[config.mk]
export PLATFORM = sky130hd
export DESIGN_NAME = rca_seq_ctrl
export DESIGN_NICKNAME = d
export VERILOG_FILES = /design/src/rtl/rca_seq_ctrl.sv
export SDC_FILE = /design/constraint.sdc
export NUM_CORES = 1
export LEC_CHECK = 0
export CORE_ASPECT_RATIO = 0.75
export CORE_MARGIN = 2
export CORE_UTILIZATION = 53
export CTS_BUF_LIST = sky130_fd_sc_hd__clkbuf_4
export CTS_CLUSTER_DIAMETER = 100
export CTS_CLUSTER_SIZE = 30
export DETAILED_ROUTE_END_ITERATION = 7
export MAX_ROUTING_LAYER = met4
export PLACE_DENSITY = 0.83
export SYNTH_ARGS = -nofsm -noshare
export SYNTH_HDL_FRONTEND = slang
export SYNTH_SLANG_ARGS = --single-unit
[constraint.sdc]
create_clock -name clk -period 9.6 [get_ports clk]
set_input_delay 0.96 -clock clk [delete_from_list [all_inputs] [get_ports clk]]
set_output_delay 0.96 -clock clk [all_outputs]
set_load 0.05 [all_outputs]
[src/rtl/rca_seq_ctrl.sv]
// Multi-precision add/subtract sequencer: runs one shared W-bit ripple-carry
// slice over N cycles to produce an N*W-bit result with a registered inter-slice carry.

module rca #(
   parameter int unsigned W = 16
) (
   output logic [W-1:0] sum,
   output logic         c_out,
   input  logic [W-1:0] a,
   input  logic [W-1:0] b,
   input  logic         c_in
);

   logic [W:0] c;

   // Bit-level ripple chain
   always_comb begin
      c    = '0;
      sum  = '0;
      c[0] = c_in;
      for (int i = 0; i < int'(W); i++) begin
         sum[i]   = a[i] ^ b[i] ^ c[i];
         c[i+1]   = (a[i] & b[i]) | (c[i] & (a[i] ^ b[i]));
      end
   end

   assign c_out = c[W];

endmodule

module rca_seq_ctrl #(
   parameter int unsigned W = 16,
   parameter int unsigned N = 4
) (
   input  logic           clk,
   input  logic           rst_n,
   input  logic           in_valid,
   output logic           in_ready,
   input  logic [N*W-1:0] in_a,
   input  logic [N*W-1:0] in_b,
   input  logic           in_sub,
   output logic           out_valid,
   input  logic           out_ready,
   output logic [N*W-1:0] sum,
   output logic           c_out,
   output logic           ovf,
   output logic           zero,
   output logic           busy
);

   localparam int unsigned DW    = N * W;
   localparam int unsigned IDX_W = (N > 1) ? $clog2(N) : 1;

   typedef enum logic [1:0] {
      IDLE = 2'd0,
      RUN  = 2'd1,
      DONE = 2'd2
   } state_t;

   state_t          state;
   logic [DW-1:0]   a_q;
   logic [DW-1:0]   b_q;
   logic            sub_q;
   logic            carry_q;
   logic [IDX_W-1:0] idx;

   logic [W-1:0]    a_slice;
   logic [W-1:0]    b_eff;
   logic            c_in;
   logic [W-1:0]    s_slice;
   logic            s_cout;
   logic [DW-1:0]   sum_next;
   logic            last;

   // Operand slice selection and result merge for the current index
   always_comb begin
      a_slice  = a_q[32'(idx) * W +: W];
      b_eff    = sub_q ? ~b_q[32'(idx) * W +: W] : b_q[32'(idx) * W +: W];
      c_in     = (idx == '0) ? sub_q : carry_q;
      sum_next = sum;
      sum_next[32'(idx) * W +: W] = s_slice;
      last     = (idx == IDX_W'(N - 1));
   end

   rca #(.W(W)) u_rca (
      .sum   (s_slice),
      .c_out (s_cout),
      .a     (a_slice),
      .b     (b_eff),
      .c_in  (c_in)
   );

   always_ff @(posedge clk or negedge rst_n) begin
      if (!rst_n) begin
         state     <= IDLE;
         in_ready  <= 1'b0;
         out_valid <= 1'b0;
         busy      <= 1'b0;
         sum       <= '0;
         c_out     <= 1'b0;
         ovf       <= 1'b0;
         zero      <= 1'b0;
         a_q       <= '0;
         b_q       <= '0;
         sub_q     <= 1'b0;
         carry_q   <= 1'b0;
         idx       <= '0;
      end else begin
         case (state)
            IDLE: begin
               in_ready <= 1'b1;
               if (in_valid && in_ready) begin
                  a_q      <= in_a;
                  b_q      <= in_b;
                  sub_q    <= in_sub;
                  idx      <= '0;
                  in_ready <= 1'b0;
                  busy     <= 1'b1;
                  state    <= RUN;
               end
            end
            RUN: begin
               sum     <= sum_next;
               carry_q <= s_cout;
               idx     <= IDX_W'(idx + 1'b1);
               if (last) begin
                  // Flags come from the top slice, which only exists in this cycle
                  c_out     <= s_cout;
                  ovf       <= (a_slice[W-1] == b_eff[W-1]) && (s_slice[W-1] != a_slice[W-1]);
                  zero      <= (sum_next == '0);
                  idx       <= '0;
                  busy      <= 1'b0;
                  out_valid <= 1'b1;
                  state     <= DONE;
               end
            end
            DONE: begin
               if (out_ready) begin
                  out_valid <= 1'b0;
                  in_ready  <= 1'b1;
                  state     <= IDLE;
               end
            end
            default: begin
               state <= IDLE;
            end
         endcase
      end
   end

endmodule

Word level (Yosys, flattened, before mapping):

Index checks and enable logic that the tools add are counted.

* register bits after elaboration: 204
* bits of input ports: 133
* word-level logic and storage cells: 142

* add/sub/neg operators: 2
* equality and inequality tests: 8
* shifts and indexed selects: 4
* muxes and demuxes: 19
* bitwise operators: 81
* reduce and logical (&&, ||, !) cells: 15

Operators with widths (number)
* $shiftx A64 B7 Y16: 2
* $bwmux W64: 1
* $logic_not A64 Y1: 1
* $shift A16 B34 Y64 const A: 1
* $shiftx A16 B34 Y64: 1
* $neg A6 Y34: 1
* $and A1 B1 Y1: 32
* $xor A1 B1 Y1: 32
* $mux W16: 1
* $not A16 Y16: 1
* $or A1 B1 Y1: 16
* $mux W2: 5
* $reduce_and A3 Y1: 3
* $reduce_and A2 Y1: 4
* $mux W1: 7
* $ne A2 B2 Y1 const B: 3
* $pmux W1 S2: 3
* $pmux W2 S3: 1
* $reduce_bool A2 Y1: 3
* $eq A2 B2 Y1 const B: 2
* $logic_not A2 Y1: 2
* $pmux W2 S2: 1
* $add A2 B1 Y2 const B: 1
* $eq A2 B1 Y1 const B: 1
* other kinds (3): 4

Depth between registers and ports, before layout:

Gate-level depths: netlist of the first run.

* word-level depth: 38
* mapped depth: 28
* mapped depth without buffers: 25

By module:

Synthesis of the first run repeated with hierarchy kept, for this count alone.

* cells, all modules: 625
* area, all modules: 9217.6 sq um

Modules (own cells, without submodules)
* rca_seq_ctrl: instances 1, cells an instance 599, area an instance 8859.7 sq um, seq. area each 5104.9 sq um
* rca: instances 1, cells an instance 26, area an instance 357.8 sq um, seq. area each 0.0 sq um

Worst setup path after synthesis of the first run:

Ideal clock, no wire load.

* path kind: register -> register
* start: register idx[1]
* end: register zero
* arrival time: 8.428 ns
* data required time: 9.497 ns
* path slack: 1.069 ns
* stages on the path, launching flop included: 29
* path buffers: 3
* cells stage by stage: dfrtp_1 > clkbuf_1 > buf_2 > buf_2 > inv_1 > ha_1 > mux2_2 > fa_1 > fa_1 > fa_1 > fa_1 > fa_1 > fa_1 > fa_1 > fa_1 > fa_1 > fa_1 > fa_1 > fa_1 > fa_1 > inv_1 > fa_1 > fa_1 > fa_1 > nor4bb_1 > nand4b_1 > a2111oi_2 > nand4_1 > o41ai_2

* cells in the longest elaborated chain, start to end: 38

Ends and longest elaborated chain
* start: declaration: RTL line 65 `logic [IDX_W-1:0] idx;`
* start signal: assignment: RTL line 125 `idx <= IDX_W'(idx + 1'b1);`
* $shiftx A64 B7 Y16: RTL line 78 `b_eff = sub_q ? ~b_q[32'(idx) * W +: W] : b_q[32'(idx) * W +: W];`
* $not A16 Y16: RTL line 78
* $mux W16: RTL line 78
* $xor A1 B1 Y1: RTL line 22, 23
* $and A1 B1 Y1: RTL line 23 `c[i+1] = (a[i] & b[i]) | (c[i] & (a[i] ^ b[i]));`
* $or A1 B1 Y1: RTL line 23
* $and A1 B1 Y1: RTL line 23
* $or A1 B1 Y1: RTL line 23
* [22 not listed]
* $and A1 B1 Y1: RTL line 23
* $or A1 B1 Y1: RTL line 23
* $and A1 B1 Y1: RTL line 23
* $or A1 B1 Y1: RTL line 23
* $xor A1 B1 Y1: RTL line 22 `sum[i] = a[i] ^ b[i] ^ c[i];`
* $shiftx A16 B34 Y64: RTL line 81 `sum_next[32'(idx) * W +: W] = s_slice;`
* $bwmux W64: RTL line 81
* $logic_not A64 Y1: RTL line 130 `zero <= (sum_next == '0);`
* end signal: assignment: RTL line 130
* end: declaration: RTL line 47 `output logic zero,`

Several ways; a longest one is shown, not always the timed one.
A chain may end at the register's enable or synchronous reset.

Final worst setup path of the first run:

* start: register idx[0]
* end: register zero

The elaborated chain is that of the path after synthesis.

==> out/summary.txt, run 1 <==
=====================================================================================
Antenna cell count                                                                  0
Arr. time, crit path                                                          9.58 ns
Clock sinks                                                                       204
Horiz. Die Dim                                                           156.4 microns
Total Nets Final                                                                  975
Worst Reg-to-Reg Cells                                                             24
Final Max Tran Viols                                                                0
Dominant delay contributor by cell family on the critical path            adder cells
Pin count of the biggest net entering global routing                              124
Post-DR wirelength/cell                                                  22.63 microns
Slowest-stage cell, CP                                                   sky130_fd_sc_hd__dfrtp_2
Initial Utilization                                                            54.55%
Number of max-capacitance violations reported                                       0
CP required                                                                  10.16 ns
H-tree depth                                                                        1
Number of fillers in the final layout                                            1176
Slew @ Worst Pin                                                             1.110 ns
Setup bufs post-CTS                                                                 0
Total Negative Setup Slacks                                                      0 ns
Global routing usage on met3                                                   3.484%
Count of hold buffers inserted by post-cts repair                                   0
Maximum count of clock buffers along a single path                                  3
Height of the die                                                        118.3 microns
Cell-by-cell trace of the critical path                                  buf_4 > mux4_2 > fa_1 > fa_1 > fa_1 > fa_1 > fa_1 > fa_1 > fa_1 > fa_1 > fa_1 > fa_1 > fa_1 > fa_1 > fa_1 > inv_1 > fa_1 > fa_1 > fa_1 > nor4bb_1 > nand4b_1 > a2111oi_2 > nand4_1 > o41ai_2
Final core area utilization                                                    68.21%
Resize count post-CTS                                                               0
Maximum fanout along the worst path                                                13
Insertion delay to the later sink of the worst-skew pair                      0.63 ns
Number of enable-type register cells in the synthesized netlist                     0
Count of routing violations after the opening detailed-route iteration            503
Delay of the slowest critical-path stage                                      0.61 ns
Post-synthesis compound-gate area fraction                                     8.008%
Clock buffers created by TritonCTS                                                 10
Worst reg2reg path endpoint                                              zero$_DFFE_PN0P_
Area share of xor/xnor cells in the synthesized design                         1.612%
Core area                                                                0.01693 sq mm
Most common flop cell mapped by yosys                                    sky130_fd_sc_hd__dfrtp_1
Worst slew margin relative to its limit                                        26.01%
Number of I/O port buffers                                                        202
Unrepaired setup endpoints after global routing                                    no
CTS tree                                                                         done
Period minus WS final                                                        9.022 ns
Sequential-to-total area share from yosys stat                                 55.28%
Syn Nets                                                                          788
Biggest area consumer among synthesized cells                            sky130_fd_sc_hd__dfrtp_1
Post-synthesis mux area share                                                  23.70%
DIE AREA                                                                 0.01851 sq mm
Sort of element at the start of the critical path                            register
DRC Markers                                                                         0
Fraction of the mapped netlist area in simple logic gates                      4.878%
Final worst clock skew                                                     0.02367 ns
First-pass GRT wire length                                                   37.03 mm
Most used routing layer in global routing                                        met2
Total of flip-flops plus latches after synthesis                                  204
Top-area cell type share of the netlist area                                   55.28%
Detail Route Antenna Nets                                                           0
GPL Wtd Cong                                                                   0.9181
Run status                                                               finished clean
Top cell types by occurrence after synthesis                             sky130_fd_sc_hd__dfrtp_1 (204), sky130_fd_sc_hd__mux2_2 (130), sky130_fd_sc_hd__a22o_1 (51)
Synth Cell Area                                                          0.009234 sq mm
Endpoints failing hold                                                              0
Post-Synthesis Cells                                                              632
I/O pin total                                                                     203
Post-synthesis async set-or-reset flop share                                   100.0%
Depth of the critical timing path with buffers and inverters included              24
Final worst hold slack                                                      0.4037 ns
Layout-stage area growth over the synthesis result                             25.05%
Std cell rows                                                                      41
Adder-cell share of the synthesized area                                       4.417%
Most frequent CP cell                                                    sky130_fd_sc_hd__fa_1
Remaining Overflow, GRT                                                             0
Synth area leaders                                                       sky130_fd_sc_hd__dfrtp_1 (55%), sky130_fd_sc_hd__mux2_2 (16%), sky130_fd_sc_hd__mux4_2 (7.6%)
Yosys Warn Count                                                                    0
Total number of vias                                                             6291
Sum of net half-perimeters after detailed placement                          17.55 mm
FF-to-FF setup slack                                                          0.58 ns
Vias in the first global route                                                   6550
Global routing met1 resource utilization                                       38.81%
Share of cells above drive strength 1                                          23.51%
Largest family of logic cells by synthesized area                        multiplexers
GRT Overall Usage                                                              26.63%
Post-route insts no fill                                                         1036
Mean number of vias per cell                                                    6.072
Worst reg2reg path startpoint                                            idx[0]$_DFFE_PN0P_
Met2 usage                                                                     41.38%
Period Utilization, post-route                                                 93.98%
Setup CP Type                                                              reg -> reg
Cell count after placement                                                       1022
Antenna violations before repair                                                    0
Buf/Inv on CP                                                                       2
First-pass iteration count of the detailed router                                   5
Worst min-delay path category                                             in -> async
Max Clk Rate                                                                110.8 MHz
Cell chosen for the clock root                                           sky130_fd_sc_hd__clkbuf_4
Drt total wl                                                                 23.45 mm
Mean area per synthesized cell                                            14.61 sq um
Clock transition at the registers of the reported paths                       0.29 ns
Distinct cell type count after synthesis                                           47
Final setup violation count                                                         0
Most repeated cell in the gate-level netlist after synthesis             sky130_fd_sc_hd__dfrtp_1
CP endpoint kind                                                             register
=====================================================================================
## state kept, by name, summed over array words and instances (netlist names)
name       flops
busy           1
ovf            1
b_q           64
c_out          1
sub_q          1
carry_q        1
state          2
zero           1
out_valid      1
a_q           64
in_ready       1
sum           64
idx            2
## final cells by class
type                            count  area [sq um]  area share, %
Clock buffer                       13         97.59         0.8452
Clock inverter                      1         8.758        0.07585
Inverter                           10         37.54         0.3251
Multi-Input combinational cell    383          3941          34.13
Sequential cell                   204          5107          44.23
Tap cell                          215         269.0          2.330
Timing Repair Buffer              210          2086          18.06
## routing by layer
| metal | wire (microns) | part of all wire [%] |
|---|---|---|
| met1 | 10180 | 43 |
| met2 | 11390 | 49 |
| met3 | 1527 | 6.5 |
| met4 | 341 | 1.5 |
| met5 | 0 | 0 |
## worst reg2reg max path, stage by stage, from the launching register on
cell and delay (ns):
sky130_fd_sc_hd__dfrtp_2 0.61, sky130_fd_sc_hd__buf_4 0.34, sky130_fd_sc_hd__mux4_2 0.56, sky130_fd_sc_hd__fa_1 0.45
sky130_fd_sc_hd__fa_1 0.39, sky130_fd_sc_hd__fa_1 0.39, sky130_fd_sc_hd__fa_1 0.40, sky130_fd_sc_hd__fa_1 0.42
sky130_fd_sc_hd__fa_1 0.41, sky130_fd_sc_hd__fa_1 0.40, sky130_fd_sc_hd__fa_1 0.41, sky130_fd_sc_hd__fa_1 0.40
sky130_fd_sc_hd__fa_1 0.39, sky130_fd_sc_hd__fa_1 0.40, sky130_fd_sc_hd__fa_1 0.39, sky130_fd_sc_hd__fa_1 0.38
sky130_fd_sc_hd__inv_1 0.08, sky130_fd_sc_hd__fa_1 0.20, sky130_fd_sc_hd__fa_1 0.21, sky130_fd_sc_hd__fa_1 0.36
sky130_fd_sc_hd__nor4bb_1 0.27, sky130_fd_sc_hd__nand4b_1 0.15, sky130_fd_sc_hd__a2111oi_2 0.38, sky130_fd_sc_hd__nand4_1 0.17
sky130_fd_sc_hd__o41ai_2 0.36
## how the worst max path moves through the flow
stage                                   from               end  slack (ns)
after floorplan           idx[1]$_DFFE_PN0P_  zero$_DFFE_PN0P_        1.07
after global placement    idx[0]$_DFFE_PN0P_  zero$_DFFE_PN0P_        0.96
after detailed placement  idx[0]$_DFFE_PN0P_  zero$_DFFE_PN0P_        0.78
after CTS                 idx[0]$_DFFE_PN0P_  zero$_DFFE_PN0P_        0.65
after global routing      idx[0]$_DFFE_PN0P_  zero$_DFFE_PN0P_        0.27
final                     idx[0]$_DFFE_PN0P_  zero$_DFFE_PN0P_        0.58
## per-stage QoR
stage	setup WS (ns)	area, sq um
floorplan	1.069	9234
global placement	0.9634	11440
detailed placement	0.7759	11440
CTS	0.6529	11550
global route	0.2662	11550
finish	0.5783	11550
## cells by family after synthesis
family,Yosys count
multiplexers,162
flip-flops,204
adder cells (fa/ha/maj),23
AO/OA/AOI/OAI,96
XOR/XNOR,17
buffers and inverters,45
AND/OR/NAND/NOR,85
## cells in the final DEF (no fill, tap or decap), drive strengths merged, types with 2 or more instances in the layout
cell and instances:
nor2b 2, dfrtp 204, fa 16, o41ai 2, and2 4, clkbuf 14
nand4 2, nor3 7, a22o 51, o31ai 6, nor2 15, o21a 3
a2111oi 2, nor4bb 2, mux4 32, mux2 130, inv 10, clkdlybuf4s50 201
o21ai 15, xor2 15, nand3 3, ha 7, nand2 31, a21oi 11
nor4 11, buf 8, nor4b 2, xnor2 2
Power of run 1 is not shown: default switching activity piles up to over one toggle a cycle in this logic, so the estimate is an artifact.
==> inputs of run 2 (changes only) <==
--- a/config.mk
+++ b/config.mk
@@ -12,6 +12,7 @@
 export CTS_CLUSTER_DIAMETER = 100
 export CTS_CLUSTER_SIZE = 30
 export DETAILED_ROUTE_END_ITERATION = 7
+export GPL_ROUTABILITY_DRIVEN = 0
 export MAX_ROUTING_LAYER = met4
 export PLACE_DENSITY = 0.83
 export SYNTH_ARGS = -nofsm -noshare
==> constraint.sdc (replaced) <==
create_clock -name clk -period 10 [get_ports clk]
set_input_delay 1 -clock clk [delete_from_list [all_inputs] [get_ports clk]]
set_output_delay 1 -clock clk [all_outputs]
set_load 0.05 [all_outputs]
==> run 2 against run 1 <==
Die area unchanged; hold slack improved by 0.012 ns; clock skew increased by 0.00091 ns; first-iteration DRC count increased by 7.6%; wire length decreased by 2.6%; via count decreased by 0.67%; final area about the same; cell count decreased by 0.19%; critical endpoint unchanged.
==> out/summary.txt, run 2 (synthesized netlist as in run 1, its figures left out) <==
=====================================================================================
Run status                                                               finished clean
Antenna cell count                                                                  0
Drt total wl                                                                 22.83 mm
Area taken by multi-input logic gates                                    0.003948 sq mm
Horiz. Die Dim                                                           156.4 microns
Vias in the first global route                                                   6590
Total Negative Setup Slacks                                                      0 ns
Arr. time, crit path                                                          9.70 ns
Worst reg2reg path startpoint                                            idx[1]$_DFFE_PN0P_
Commonest cells after routing, fill and taps aside                       sky130_fd_sc_hd__dfrtp_1 (202), sky130_fd_sc_hd__clkdlybuf4s50_1 (201), sky130_fd_sc_hd__mux2_2 (130)
Setup CP Type                                                              reg -> reg
CP endpoint kind                                                             register
Clock transition at the registers of the reported paths                       0.29 ns
CTS tree                                                                         done
Period Utilization, post-route                                                 91.35%
Flip-flop and latch area                                                 0.005107 sq mm
DRC Markers                                                                         0
Height of the die                                                        118.3 microns
Number of fillers in the final layout                                            1181
Remaining Overflow, GRT                                                             0
Count of routing violations after the opening detailed-route iteration            541
Sum of net half-perimeters after detailed placement                          17.09 mm
First-pass GRT wire length                                                   36.16 mm
Clock sinks                                                                       204
Endpoints failing hold                                                              0
Period minus WS final                                                        9.135 ns
Initial Utilization                                                            54.55%
Slew @ Worst Pin                                                             1.132 ns
Count of hold buffers inserted by post-cts repair                                   0
Resize count post-CTS                                                               0
Mean number of vias per cell                                                    6.044
Max Clk Rate                                                                109.5 MHz
Share of cells above drive strength 1                                          23.44%
Setup bufs post-CTS                                                                 0
Final worst clock skew                                                     0.02458 ns
H-tree depth                                                                        1
Final Max Tran Viols                                                                0
Total Nets Final                                                                  974
Clock buffers created by TritonCTS                                                 10
Number of max-capacitance violations reported                                       0
Maximum count of clock buffers along a single path                                  3
Detail Route Antenna Nets                                                           0
Final setup violation count                                                         0
Pin count of the biggest net entering global routing                              120
Maximum fanout along the worst path                                                26
GRT Overall Usage                                                              26.01%
First-pass iteration count of the detailed router                                   6
Leading registers by flop count                                          a_q (64), b_q (64), sum (64)
Std cell rows                                                                      41
Worst slew margin relative to its limit                                        24.55%
Total number of vias                                                             6249
Worst setup path startpoint                                              idx[1]$_DFFE_PN0P_
Unrepaired setup endpoints after global routing                                    no
Cell chosen for the clock root                                           sky130_fd_sc_hd__clkbuf_4
Layout-stage area growth over the synthesis result                             24.96%
Post-DR wirelength/cell                                                  22.08 microns
Worst min-delay path category                                             in -> async
Antenna violations before repair                                                    0
DIE AREA                                                                 0.01851 sq mm
Sort of element at the start of the critical path                            register
CP required                                                                  10.57 ns
Most common cell after layout, fill and taps aside                       sky130_fd_sc_hd__dfrtp_1
Number of I/O port buffers                                                        202
Insertion delay to the later sink of the worst-skew pair                      0.66 ns
I/O pin total                                                                     203
Core area                                                                0.01693 sq mm
=====================================================================================
==> run 2: area by class of cell <==
cell class | count | area share, %
tap | 215 | 2.331
sequential | 204 | 44.26
inverter | 10 | 0.3253
clock buffer | 12 | 0.7807
timing repair buffer | 209 | 18.01
clock inverter | 1 | 0.07591
multi-input combinational | 383 | 34.21
==> run 2: worst paths after layout <==
path                                           end  slack (ns)  cells past startpoint
min in group clk                  busy$_DFFE_PN0P_        0.53                      1
max in group asynchronous       idx[1]$_DFFE_PN0P_        7.93                      2
worst min register to register    busy$_DFFE_PN0P_        0.53                      1
worst min-delay path              busy$_DFFE_PN0P_        0.42                      1
worst max-delay path              zero$_DFFE_PN0P_        0.87                     25
worst max register to register    zero$_DFFE_PN0P_        0.87                     25
==> run 2: layer usage <==
metal	GRT usage (%)	routed length (microns)	vias up
li1	-	-	2708
met1	38.08	9779	3184
met2	39.68	10860	314
met3	3.337	1685	43
met4	5.619	507	0
met5	-	0	-
==> run 2: per-stage QoR <==
stage	hold slack [ns]	instances	area [sq um]	utilization [%]	worst slack, ns
floorplan	0.4720	632	9234	-	1.469
global placement	0.4707	1021	11430	67.54	1.354
detailed placement	0.4725	1021	11430	67.54	1.095
CTS	0.4473	1034	11530	68.12	0.8917
global route	0.4719	1034	11540	68.16	0.4443
finish	0.4154	1034	11540	68.16	0.8651
==> run 2: worst max-delay path: stages (launching register included) <==
cell	delay, ns
sky130_fd_sc_hd__dfrtp_2	0.84
sky130_fd_sc_hd__inv_1	0.21
sky130_fd_sc_hd__ha_1	0.31
sky130_fd_sc_hd__mux2_2	0.31
sky130_fd_sc_hd__fa_1	0.38
sky130_fd_sc_hd__fa_1	0.39
sky130_fd_sc_hd__fa_1	0.39
sky130_fd_sc_hd__fa_1	0.40
sky130_fd_sc_hd__fa_1	0.42
sky130_fd_sc_hd__fa_1	0.40
sky130_fd_sc_hd__fa_1	0.42
sky130_fd_sc_hd__fa_1	0.40
sky130_fd_sc_hd__fa_1	0.39
sky130_fd_sc_hd__fa_1	0.40
sky130_fd_sc_hd__fa_1	0.40
sky130_fd_sc_hd__fa_1	0.41
sky130_fd_sc_hd__fa_1	0.38
sky130_fd_sc_hd__inv_1	0.08
sky130_fd_sc_hd__fa_1	0.18
sky130_fd_sc_hd__fa_1	0.19
sky130_fd_sc_hd__fa_1	0.33
sky130_fd_sc_hd__nor4bb_1	0.32
sky130_fd_sc_hd__nand4b_1	0.18
sky130_fd_sc_hd__a2111oi_2	0.38
sky130_fd_sc_hd__nand4_1	0.15
sky130_fd_sc_hd__o41ai_2	0.37
Power of run 2 is left out for the same reason.
==> patch (flow settings as in run 1) <==
Set the parameter `N` to 8 (it was 4).
--- a/src/rtl/rca_seq_ctrl.sv
+++ b/src/rtl/rca_seq_ctrl.sv
@@ -30,7 +30,7 @@
 
 module rca_seq_ctrl #(
    parameter int unsigned W = 16,
-   parameter int unsigned N = 4
+   parameter int unsigned N = 8
 ) (
    input  logic           clk,
    input  logic           rst_n,
Interface: changed (resized in_a, in_b and sum); port bits go from 203 to 395. The function was not compared with the original's and may differ.
==> patch against run 1 <==
Maximum frequency shrank 1.4%; critical endpoint unchanged; setup slack got worse by 0.12 ns; design area is 95% higher; wire length up 130%; area after synthesis rose by 96%; sequential cell count up 193.
Power is left out: the tool's default activity adds up to more than one toggle a clock period on the data nets, which glitch-free logic cannot reach.
==> patch: results (changes against run 1) <==
[setup_path]
max_stage_delay_ns = 0.75  ; +0.14 ns
cpMaxStageDelayCell = dfrtp_4
crit_path_max_fanout = 26  ; +13
arrival_ns = 9.89  ; +0.31 ns

[cts]
cts_buffer_depth = 3  ; unchanged
clk_pin_slew_ns = 0.30
cts_htree_levels = 1  ; unchanged
cts_buffers = 17  ; +7
insertion_delay_ns = 0.79  ; +0.16 ns

[place]
hpwl_um = 39700  ; +130%
placed_cell_area_um2 = 22300  ; +95%
globalplace.congestion = 0.921  ; +0.35%
io_buffers = 394  ; +95%

[global_routing]
grt_pass1_wl_um = 83300  ; +120%
antenna_found_initial = 2  ; +2
grt_use_total_pct = 31.2  ; +4.6 points
gr-usage-met2_pct = 48.4  ; +7.0 points
grt_start_max_net_pins = 245  ; +98%
globalRouteMet1Util_pct = 43.9  ; +5.1 points
grtUsageMet3_pct = 4.67  ; +1.2 points

[timing]
worstMarginPinSlew_ns = 1.25  ; +0.144 ns
skew_ns = 0.0774  ; +0.0538 ns

[yosys]
syn-num-nets = 2105  ; +170%
synth_top_area_share_pct = 54.8  ; -0.45 points
synth_cell_type_count = 57  ; +21%
yosys.area_share.xor_xnor_pct = 0.822  ; -0.79 points
ys_top_cells_by_area = dfrtp_1 55%, nand2_1 19%, mux4_2 8.0%, mux2_2 2.8%, mux2_1 2.1%
synthTopCellsByCount = 899 x nand2_1, 397 x dfrtp_1, 91 x clkbuf_1, 64 x mux4_2, 45 x mux2_2
async_flop_share_pct = 100  ; unchanged
synthMuxAreaShare_pct = 14.0  ; -9.7 points
synth_adder_area_share_pct = 2.11  ; -2.3 points
ys_seq_area_share_pct = 54.8  ; -0.45 points
synth-compound-area-share_pct = 2.80  ; -5.2 points

[route]
first_pass_iters = 5  ; unchanged
drt-total-wl_um = 53500  ; +130%
vias = 14500  ; +130%
drt-initial-drc-count = 1609  ; +220%

[finish]
fillers = 2615  ; +120%
clkbuf_count = 19  ; +6
buffer_area_share_pct = 18.2  ; +0.15 points
multi_input_area_share_pct = 34.2  ; +0.063 points
clkCellAreaFrac_pct = 0.783  ; -0.14 points
multi_input_gates = 1302  ; +240%
fin_nets = 2419  ; +150%
num-nonclk-buffers = 411  ; +96%
final_layout_size_suffix_gt1_share_pct = 7.57  ; -16 points
n_sequential_cell = 397  ; +95%
n_all_inverters = 8  ; -2
fin_area_um2 = 22500  ; +95%
regArea_um2 = 9940  ; +95%
n_antenna_cell = 2  ; +2
reg_top3 = a_q (128), b_q (128), sum (128)

[status]
status = complete, no violations

==> patch: cell count changes after synthesis, sizes merged, moves of 36 or more <==
cell and delta:
a22o -51, clkbuf +71, dfrtp +193, mux2 -51
nand2 +870, o21ai +36
==> patch: worst paths after layout <==
| check | from | end | slack (ns) | cells after the start |
|---|---|---|---|---|
| worst min register to register | a_q[24] | a_q[24] | 0.50 | 2 |
| min in group clk | a_q[24] | a_q[24] | 0.50 | 2 |
| max in group asynchronous | rst_n | a_q[33] | 7.05 | 3 |
| worst max register to register | idx[1] | zero | 0.45 | 28 |
| worst min-delay path | rst_n | a_q[72] | 0.27 | 1 |
| worst max-delay path | idx[1] | zero | 0.45 | 28 |
==> patch: metal layers <==
| layer | routed length, µm | share of wire [%] |
|---|---|---|
| met1 | 22800 | 43 |
| met2 | 25000 | 47 |
| met3 | 4250 | 8.0 |
| met4 | 1420 | 2.7 |
| met5 | 0 | 0 |
==> patch: through the flow <==
step                      hold slack, ns  std cells  setup WS, ns
after detailed placement           0.457       2568         0.629
final                              0.270       2591         0.454
after CTS                          0.273       2589         0.558
after global placement             0.453       2568         0.791
after floorplan                    0.440       1823         0.511
after global routing               0.298       2591         0.127
==> patch: worst max-delay path: cells and delay by family, from the launching register on <==
| family | cells | cell delay (ns) |
|---|---|---|
| AO/OA/AOI/OAI | 2 | 0.30 |
| adder cells (fa/ha/maj) | 18 | 6.20 |
| buffers and inverters | 3 | 0.42 |
| flip-flops | 1 | 0.75 |
| multiplexers | 1 | 0.29 |
| AND/OR/NAND/NOR | 4 | 1.16 |
